===== config.mk =====
export PLATFORM = sky130hd
export DESIGN_NAME = countdown_scheduler
export DESIGN_NICKNAME = d
export VERILOG_FILES = /design/src/rtl/countdown_pkg.sv /design/src/rtl/rr_arbiter.sv /design/src/rtl/countdown_scheduler.sv
export SDC_FILE = /design/constraint.sdc
export NUM_CORES = 1
export LEC_CHECK = 0
export CORE_UTILIZATION = 25
export DETAILED_ROUTE_END_ITERATION = 8
export PLACE_DENSITY_LB_ADDON = 0.1
export SLEW_MARGIN = 40
export SYNTH_ARGS = -nofsm -noshare
export SYNTH_HDL_FRONTEND = slang
export SYNTH_SLANG_ARGS = --single-unit
export TNS_END_PERCENT = 20

===== constraint.sdc =====
create_clock -name clk -period 3.32 [get_ports clk]
set_input_delay 0.664 -clock clk [delete_from_list [all_inputs] [get_ports clk]]
set_output_delay 0.664 -clock clk [all_outputs]
set_load 0.01 [all_outputs]

===== src/rtl/countdown_pkg.sv =====
// Shared types and helpers for the countdown scheduler.
package countdown_pkg;

    // Default sizing; the top exposes these as overridable parameters.
    localparam int unsigned DefNumReq = 4;
    localparam int unsigned DefCntW   = 4;

    // Job sequencing states.
    typedef enum logic [2:0] {
        StIdle,
        StLoad,
        StHalve,
        StRun,
        StDone
    } state_e;

    // Round-robin pointer value that places the given owner last in priority.
    function automatic int unsigned next_rr(input int unsigned owner,
                                            input int unsigned num_req);
        int unsigned nxt;
        nxt = owner + 32'd1;
        if (nxt >= num_req) begin
            nxt = 32'd0;
        end
        return nxt;
    endfunction

endpackage


===== src/rtl/rr_arbiter.sv =====
// Combinational round-robin arbiter: picks the first set request at or after
// the pointer, wrapping around modulo NUM_REQ.
module rr_arbiter
    import countdown_pkg::*;
#(
    parameter int unsigned NUM_REQ = DefNumReq,
    parameter int unsigned IDX_W   = $clog2(NUM_REQ)
) (
    input  logic [NUM_REQ-1:0] req_i,
    input  logic [IDX_W-1:0]   ptr_i,
    output logic [NUM_REQ-1:0] win_o,
    output logic [IDX_W-1:0]   win_idx_o,
    output logic               any_o
);

    // Scan candidates in priority order starting at the pointer; first hit wins.
    always_comb begin
        int unsigned cand;
        logic [IDX_W-1:0] cand_idx;
        win_o     = '0;
        win_idx_o = '0;
        any_o     = 1'b0;
        cand      = 32'd0;
        cand_idx  = '0;
        for (int unsigned k = 0; k < NUM_REQ; k++) begin
            cand = 32'(ptr_i) + k;
            if (cand >= NUM_REQ) begin
                cand = cand - NUM_REQ;
            end
            cand_idx = IDX_W'(cand);
            if (!any_o && req_i[cand_idx]) begin
                any_o           = 1'b1;
                win_idx_o       = cand_idx;
                win_o[cand_idx] = 1'b1;
            end
        end
    end

endmodule


===== src/rtl/countdown_scheduler.sv =====
// Shares one loadable down-counter between NUM_REQ requesters. A granted job
// loads its start value, optionally halves it once, counts down to zero and
// then pulses done to its owner. All outputs come straight from registers.
module countdown_scheduler
    import countdown_pkg::*;
#(
    parameter int unsigned NUM_REQ = DefNumReq,
    parameter int unsigned CNT_W   = DefCntW,
    parameter int unsigned IDX_W   = $clog2(NUM_REQ)
) (
    input  logic                     clk,
    input  logic                     nrst,
    input  logic [NUM_REQ-1:0]       req_i,
    input  logic [NUM_REQ*CNT_W-1:0] req_val_i,
    input  logic [NUM_REQ-1:0]       req_half_i,
    input  logic                     abort_i,
    output logic [NUM_REQ-1:0]       gnt_o,
    output logic [NUM_REQ-1:0]       done_o,
    output logic                     busy_o,
    output logic [IDX_W-1:0]         owner_o,
    output logic [CNT_W-1:0]         cnt_val_o,
    output logic                     zero_o
);

    state_e               state_q, state_d;
    logic [CNT_W-1:0]     cnt_q, cnt_d;
    logic [IDX_W-1:0]     owner_q, owner_d;
    logic [IDX_W-1:0]     ptr_q, ptr_d;
    logic [CNT_W-1:0]     val_q, val_d;
    logic                 half_q, half_d;
    logic [NUM_REQ-1:0]   gnt_q, gnt_d;
    logic [NUM_REQ-1:0]   done_q, done_d;
    logic                 busy_q, busy_d;
    logic                 zero_q, zero_d;

    logic [NUM_REQ-1:0]   win;
    logic [IDX_W-1:0]     win_idx;
    logic                 win_any;
    logic [CNT_W-1:0]     sel_val;
    logic                 sel_half;

    rr_arbiter #(
        .NUM_REQ (NUM_REQ),
        .IDX_W   (IDX_W)
    ) u_arb (
        .req_i     (req_i),
        .ptr_i     (ptr_q),
        .win_o     (win),
        .win_idx_o (win_idx),
        .any_o     (win_any)
    );

    // Pick the winner's start value and halve flag out of the packed inputs.
    always_comb begin
        sel_val  = '0;
        sel_half = 1'b0;
        for (int unsigned i = 0; i < NUM_REQ; i++) begin
            if (win[i]) begin
                sel_val  = req_val_i[i*CNT_W +: CNT_W];
                sel_half = req_half_i[i];
            end
        end
    end

    // Next-state logic; gnt/done are set on entry to LOAD/DONE so the registered
    // pulse coincides with the state it belongs to.
    always_comb begin
        state_d = state_q;
        cnt_d   = cnt_q;
        owner_d = owner_q;
        ptr_d   = ptr_q;
        val_d   = val_q;
        half_d  = half_q;
        gnt_d   = '0;
        done_d  = '0;

        unique case (state_q)
            StIdle: begin
                if (win_any) begin
                    owner_d = win_idx;
                    val_d   = sel_val;
                    half_d  = sel_half;
                    gnt_d   = win;
                    state_d = StLoad;
                end
            end
            StLoad: begin
                cnt_d   = val_q;
                state_d = half_q ? StHalve : StRun;
            end
            StHalve: begin
                cnt_d   = cnt_q >> 1;
                state_d = StRun;
            end
            StRun: begin
                if (cnt_q != '0) begin
                    cnt_d = cnt_q - 1'b1;
                end else begin
                    done_d[owner_q] = 1'b1;
                    state_d         = StDone;
                end
            end
            StDone: begin
                ptr_d   = IDX_W'(next_rr(32'(owner_q), NUM_REQ));
                state_d = StIdle;
            end
            default: begin
                state_d = StIdle;
            end
        endcase

        // Abort overrides everything: counter freezes, no done, owner still
        // loses its turn.
        if (abort_i && (state_q != StIdle)) begin
            state_d = StIdle;
            cnt_d   = cnt_q;
            done_d  = '0;
            ptr_d   = IDX_W'(next_rr(32'(owner_q), NUM_REQ));
        end

        busy_d = (state_d != StIdle);
        zero_d = (cnt_d == '0);
    end

    // State and output registers.
    always_ff @(posedge clk or negedge nrst) begin
        if (!nrst) begin
            state_q <= StIdle;
            cnt_q   <= '0;
            owner_q <= '0;
            ptr_q   <= '0;
            val_q   <= '0;
            half_q  <= 1'b0;
            gnt_q   <= '0;
            done_q  <= '0;
            busy_q  <= 1'b0;
            zero_q  <= 1'b1;
        end else begin
            state_q <= state_d;
            cnt_q   <= cnt_d;
            owner_q <= owner_d;
            ptr_q   <= ptr_d;
            val_q   <= val_d;
            half_q  <= half_d;
            gnt_q   <= gnt_d;
            done_q  <= done_d;
            busy_q  <= busy_d;
            zero_q  <= zero_d;
        end
    end

    assign gnt_o     = gnt_q;
    assign done_o    = done_q;
    assign busy_o    = busy_q;
    assign owner_o   = owner_q;
    assign cnt_val_o = cnt_q;
    assign zero_o    = zero_q;

endmodule


==> results.md <==
- The flow ran to the end, and the final reports show no timing, DRC or antenna violations.
- The number of inserted diodes is 0.
- The initial utilization of the core area, before any placement, comes to 26.11%.
- In this run, distinct cell masters in the synthesized netlist total 45.
- For this design the top-level I/O count stands at 43.
- The floorplan step set the die width to just under 90 um.
- The net load switching power is between 0.001 and 0.0015 W.
- The synthesized area is between 0.0015 and 0.002 mm^2.
- The number of optimization iterations in the first detailed-route pass is 4.
- The residual DRC count is 0.
- Setup repair after global routing left no endpoint under its margin.
- The number of levels in the clock H-tree is 1.
- The first global-routing pass estimated between 7 and 8 mm of wire.
- The transition time at the pin with the least slew margin is ~0.66 ns.
- The post-place setup slack is roughly 0.13 ns.
- In this run the static leakage power is between 1 and 1.5 nW.
- The internal power is 0.001282 W.
- TritonCTS built the clock tree.
- The post-detailed-route count of antenna-violating nets is 0.
- The part of the cycle the worst path needs is between 80% and 90%.
- The die covers between 0.008 and 0.009 mm^2.
- Once layout is complete, the utilization of the core stands at roughly a third.
- After synthesis, the mean cell area works out to around 10 um^2.
- The number of setup violations in the final report is 0.
- The clock sink count is 26.
- Setup slack on the worst reg-to-reg path comes out at around 0.50 ns.
- The critical path in this run is classified as in2reg.
- Post-CTS repair changed the size of 0 cells.
- The reported max-cap violation count is 0.
- The number of design-rule violations left by the first detailed-router iteration is between 50 and 60.
- The most instantiated flip-flop cell in the synthesis netlist is sky130_fd_sc_hd__dfrtp_1.
- The vias per cell is 4.755.
- The most common cell in the synthesized netlist is sky130_fd_sc_hd__dfrtp_1.
- The final estimated routing congestion in global placement is 0.7262.
- The via count of the first global-routing pass is 1582.
- The proportion of register bits with asynchronous set or reset after synthesis is 100.0%.
- The number of antenna violations at the first check in global routing is 0.
- The via count is between 1500 and 2000.
- The arrival time at the worst endpoint is about 3.1 ns.
- Cells with a size suffix above 1 make up roughly an eighth of the layout.
- In this run, the combinational gates consume a little under 70% of the power.
- Headroom to the max-slew limit came out at 55.15%.
- The layout has ~740 filler cells.
- The routed wire length per instance is between 10 and 15 um.
- The peak clock frequency supported by timing is ~340 MHz.
- On the final layout, the worst clock skew is 0.001701 ns.
- The count of input and output buffers is 42.
- Clock tree synthesis inserted a total of 3 buffers.
- In the global route stage, overall resource usage came out at approximately an eighth.
- The maximum buffer depth of the clock tree is 2.
- The share of total power dissipated in the clock network is around 7.9%.
- The worst min-delay path category is reg2reg.
- The clock-pin transition on the worst setup and hold timing paths is approximately 0.090 ns.
- Entering global routing, the biggest net connects 27 pins.
- The final count of hold timing violations was 0.
- The placed wire-length estimate after detailed placement is 3.632 mm.
- Net switching is between 40 and 50% of the power.
- Wires add up to ~4.6 mm.
- STA classifies the critical path endpoint as a register.
- The count of synthesis-stage warnings from yosys is 0.
- After routing, the total negative slack on setup checks comes to 0 ns.
- The share of Yosys cell area claimed by the top area cell type is 32.68%.
- The total area inside the core boundary comes to ~0.0073 mm^2.
- The final worst slack is 0.4124 ns.
- The count of final max-slew check failures is 0.
- Global routing finished with a remaining overflow of 0.
- Sequential cells burn a little under a quarter of the power.
- The required time at the worst-slack endpoint is 3.48 ns.
- The launching element type of the critical path is an input port.
- Once the clock tree was built, the setup fixing pass inserted 0 buffers.
- The cell accounting for the most synthesized area is sky130_fd_sc_hd__dfrtp_1.
- For this run, the register share of the synthesized area comes to roughly a third.
- The worst-case IR drop observed on VDD is slightly above 0.0003 V.
- The post-layout total power is 0.002323 W.
- The floorplan step set the die height to between 80 and 90 um.
- The synthesized net count is 231.
- The time the worst path needs with I/O delays and setup is approximately 2.9 ns.
- The buffer cell driving the clock tree root is sky130_fd_sc_hd__clkbuf_8.
- Row generation in the floorplan step produced 31 rows.
- Clock latency on the worst-skew pair, taken at its later pin, is 0.27 ns.
- The commonest cells after synthesis are sky130_fd_sc_hd__dfrtp_1 (25), sky130_fd_sc_hd__inv_1 (14), sky130_fd_sc_hd__nand2_1 (14).
- The cell count after synthesis came out at around 190.
- From synthesis to final layout, the design area changed by 30.33%.
- Ranked by total cell area, the synthesized netlist is headed by sky130_fd_sc_hd__dfrtp_1 (33%), sky130_fd_sc_hd__ha_1 (7.8%), sky130_fd_sc_hd__mux4_2 (4.7%).
- In this run the worst path has a maximum fanout of 8.
- Yosys mapped a number of flops with a built-in enable equal to 0.
- The total power per unit cell area is ~930 mW/mm^2.
- For this design, the CTS-stage hold fixing added 0 buffers.
- After the last flow step, the layout net total stands at about 280.
- The post-synthesis register bit count is 26.
[stage by stage]
step	cells	area (um^2)	hold slack [ns]
floorplan	192	1914	0.3684
global placement	331	2450	0.5631
detailed placement	331	2450	0.5869
CTS	335	2495	0.5877
global route	335	2495	0.6157
finish	335	2495	0.5858
[power groups by stage]
stage | combinational (W) | clock (W) | sequential (W)
5_1_grt | 0.00180 | 0.000208 | 0.000544
3_3_place_gp | 0.00166 | 0 | 0.000533
2_1_floorplan | 0.00120 | 0 | 0.000546
6_report | 0.00161 | 0.000184 | 0.000526
3_5_place_dp | 0.00162 | 0 | 0.000533
4_1_cts | 0.00163 | 0.000194 | 0.000527
[critical path, stage by stage]
cell and delay (ns):
sky130_fd_sc_hd__clkdlybuf4s50_1 0.53, sky130_fd_sc_hd__mux4_2 0.65, sky130_fd_sc_hd__nor4_2 0.35, sky130_fd_sc_hd__nor3_1 0.17, sky130_fd_sc_hd__o41a_1 0.47, sky130_fd_sc_hd__or2_1 0.23
[layout by cell type, fill, tap and decap left out, types with 7 or more instances in the layout]
cell and n:
sky130_fd_sc_hd__o21ai_0 11, sky130_fd_sc_hd__clkdlybuf4s50_1 42, sky130_fd_sc_hd__dfrtp_1 25, sky130_fd_sc_hd__buf_4 9, sky130_fd_sc_hd__inv_1 14, sky130_fd_sc_hd__nand2_1 14
sky130_fd_sc_hd__a221o_1 7, sky130_fd_sc_hd__ha_1 12, sky130_fd_sc_hd__nor2_1 10
[registers in the layout, indices dropped and copies added (netlist names)]
register / cells
half_q: 1
zero_o: 1
state_q: 3
gnt_o: 4
owner_o: 2
val_q: 4
ptr_q: 2
cnt_val_o: 4
busy_o: 1
done_o: 4
[layout make-up]
cell class                      count  area (um^2)  area share [%]
Multi-Input combinational cell    141         1134           45.44
Sequential cell                    26        651.9           26.13
Timing Repair Buffer               51        488.0           19.56
Tap cell                           99        123.9           4.965
Inverter                           14        52.55           2.106
Clock buffer                        4        45.04           1.805
[metal layers]
metal  up-vias  routed length (um)  track usage (%)
li1        802                   -                -
met1       766                2082            15.43
met2        25                2446            22.00
met3         0                  66            1.108
met4         0                   0            3.896
met5         -                   0                0
[worst paths after layout]
path,from,to,depth (start not counted)
max,req_i[3],busy_o$_DFF_PN0_,6
min,owner_o[0]$_DFFE_PN0P_,ptr_q[0]$_DFFE_PN0P_,1
max reg2reg,ptr_q[0]$_DFFE_PN0P_,val_q[3]$_DFFE_PN0P_,8
min reg2reg,owner_o[0]$_DFFE_PN0P_,ptr_q[0]$_DFFE_PN0P_,1
max in group asynchronous,nrst,zero_o$_DFF_PN1_,2
min in group asynchronous,nrst,owner_o[1]$_DFFE_PN0P_,2
[cell families after synthesis]
| kind of cell | synth area share [%] |
|---|---|
| buffers and inverters | 6.732 |
| multiplexers | 10.78 |
| AND/OR/NAND/NOR | 16.41 |
| adder cells (fa/ha/maj) | 7.843 |
| flip-flops | 34.05 |
| AO/OA/AOI/OAI | 24.18 |
(Power assumes the default switching activity.)
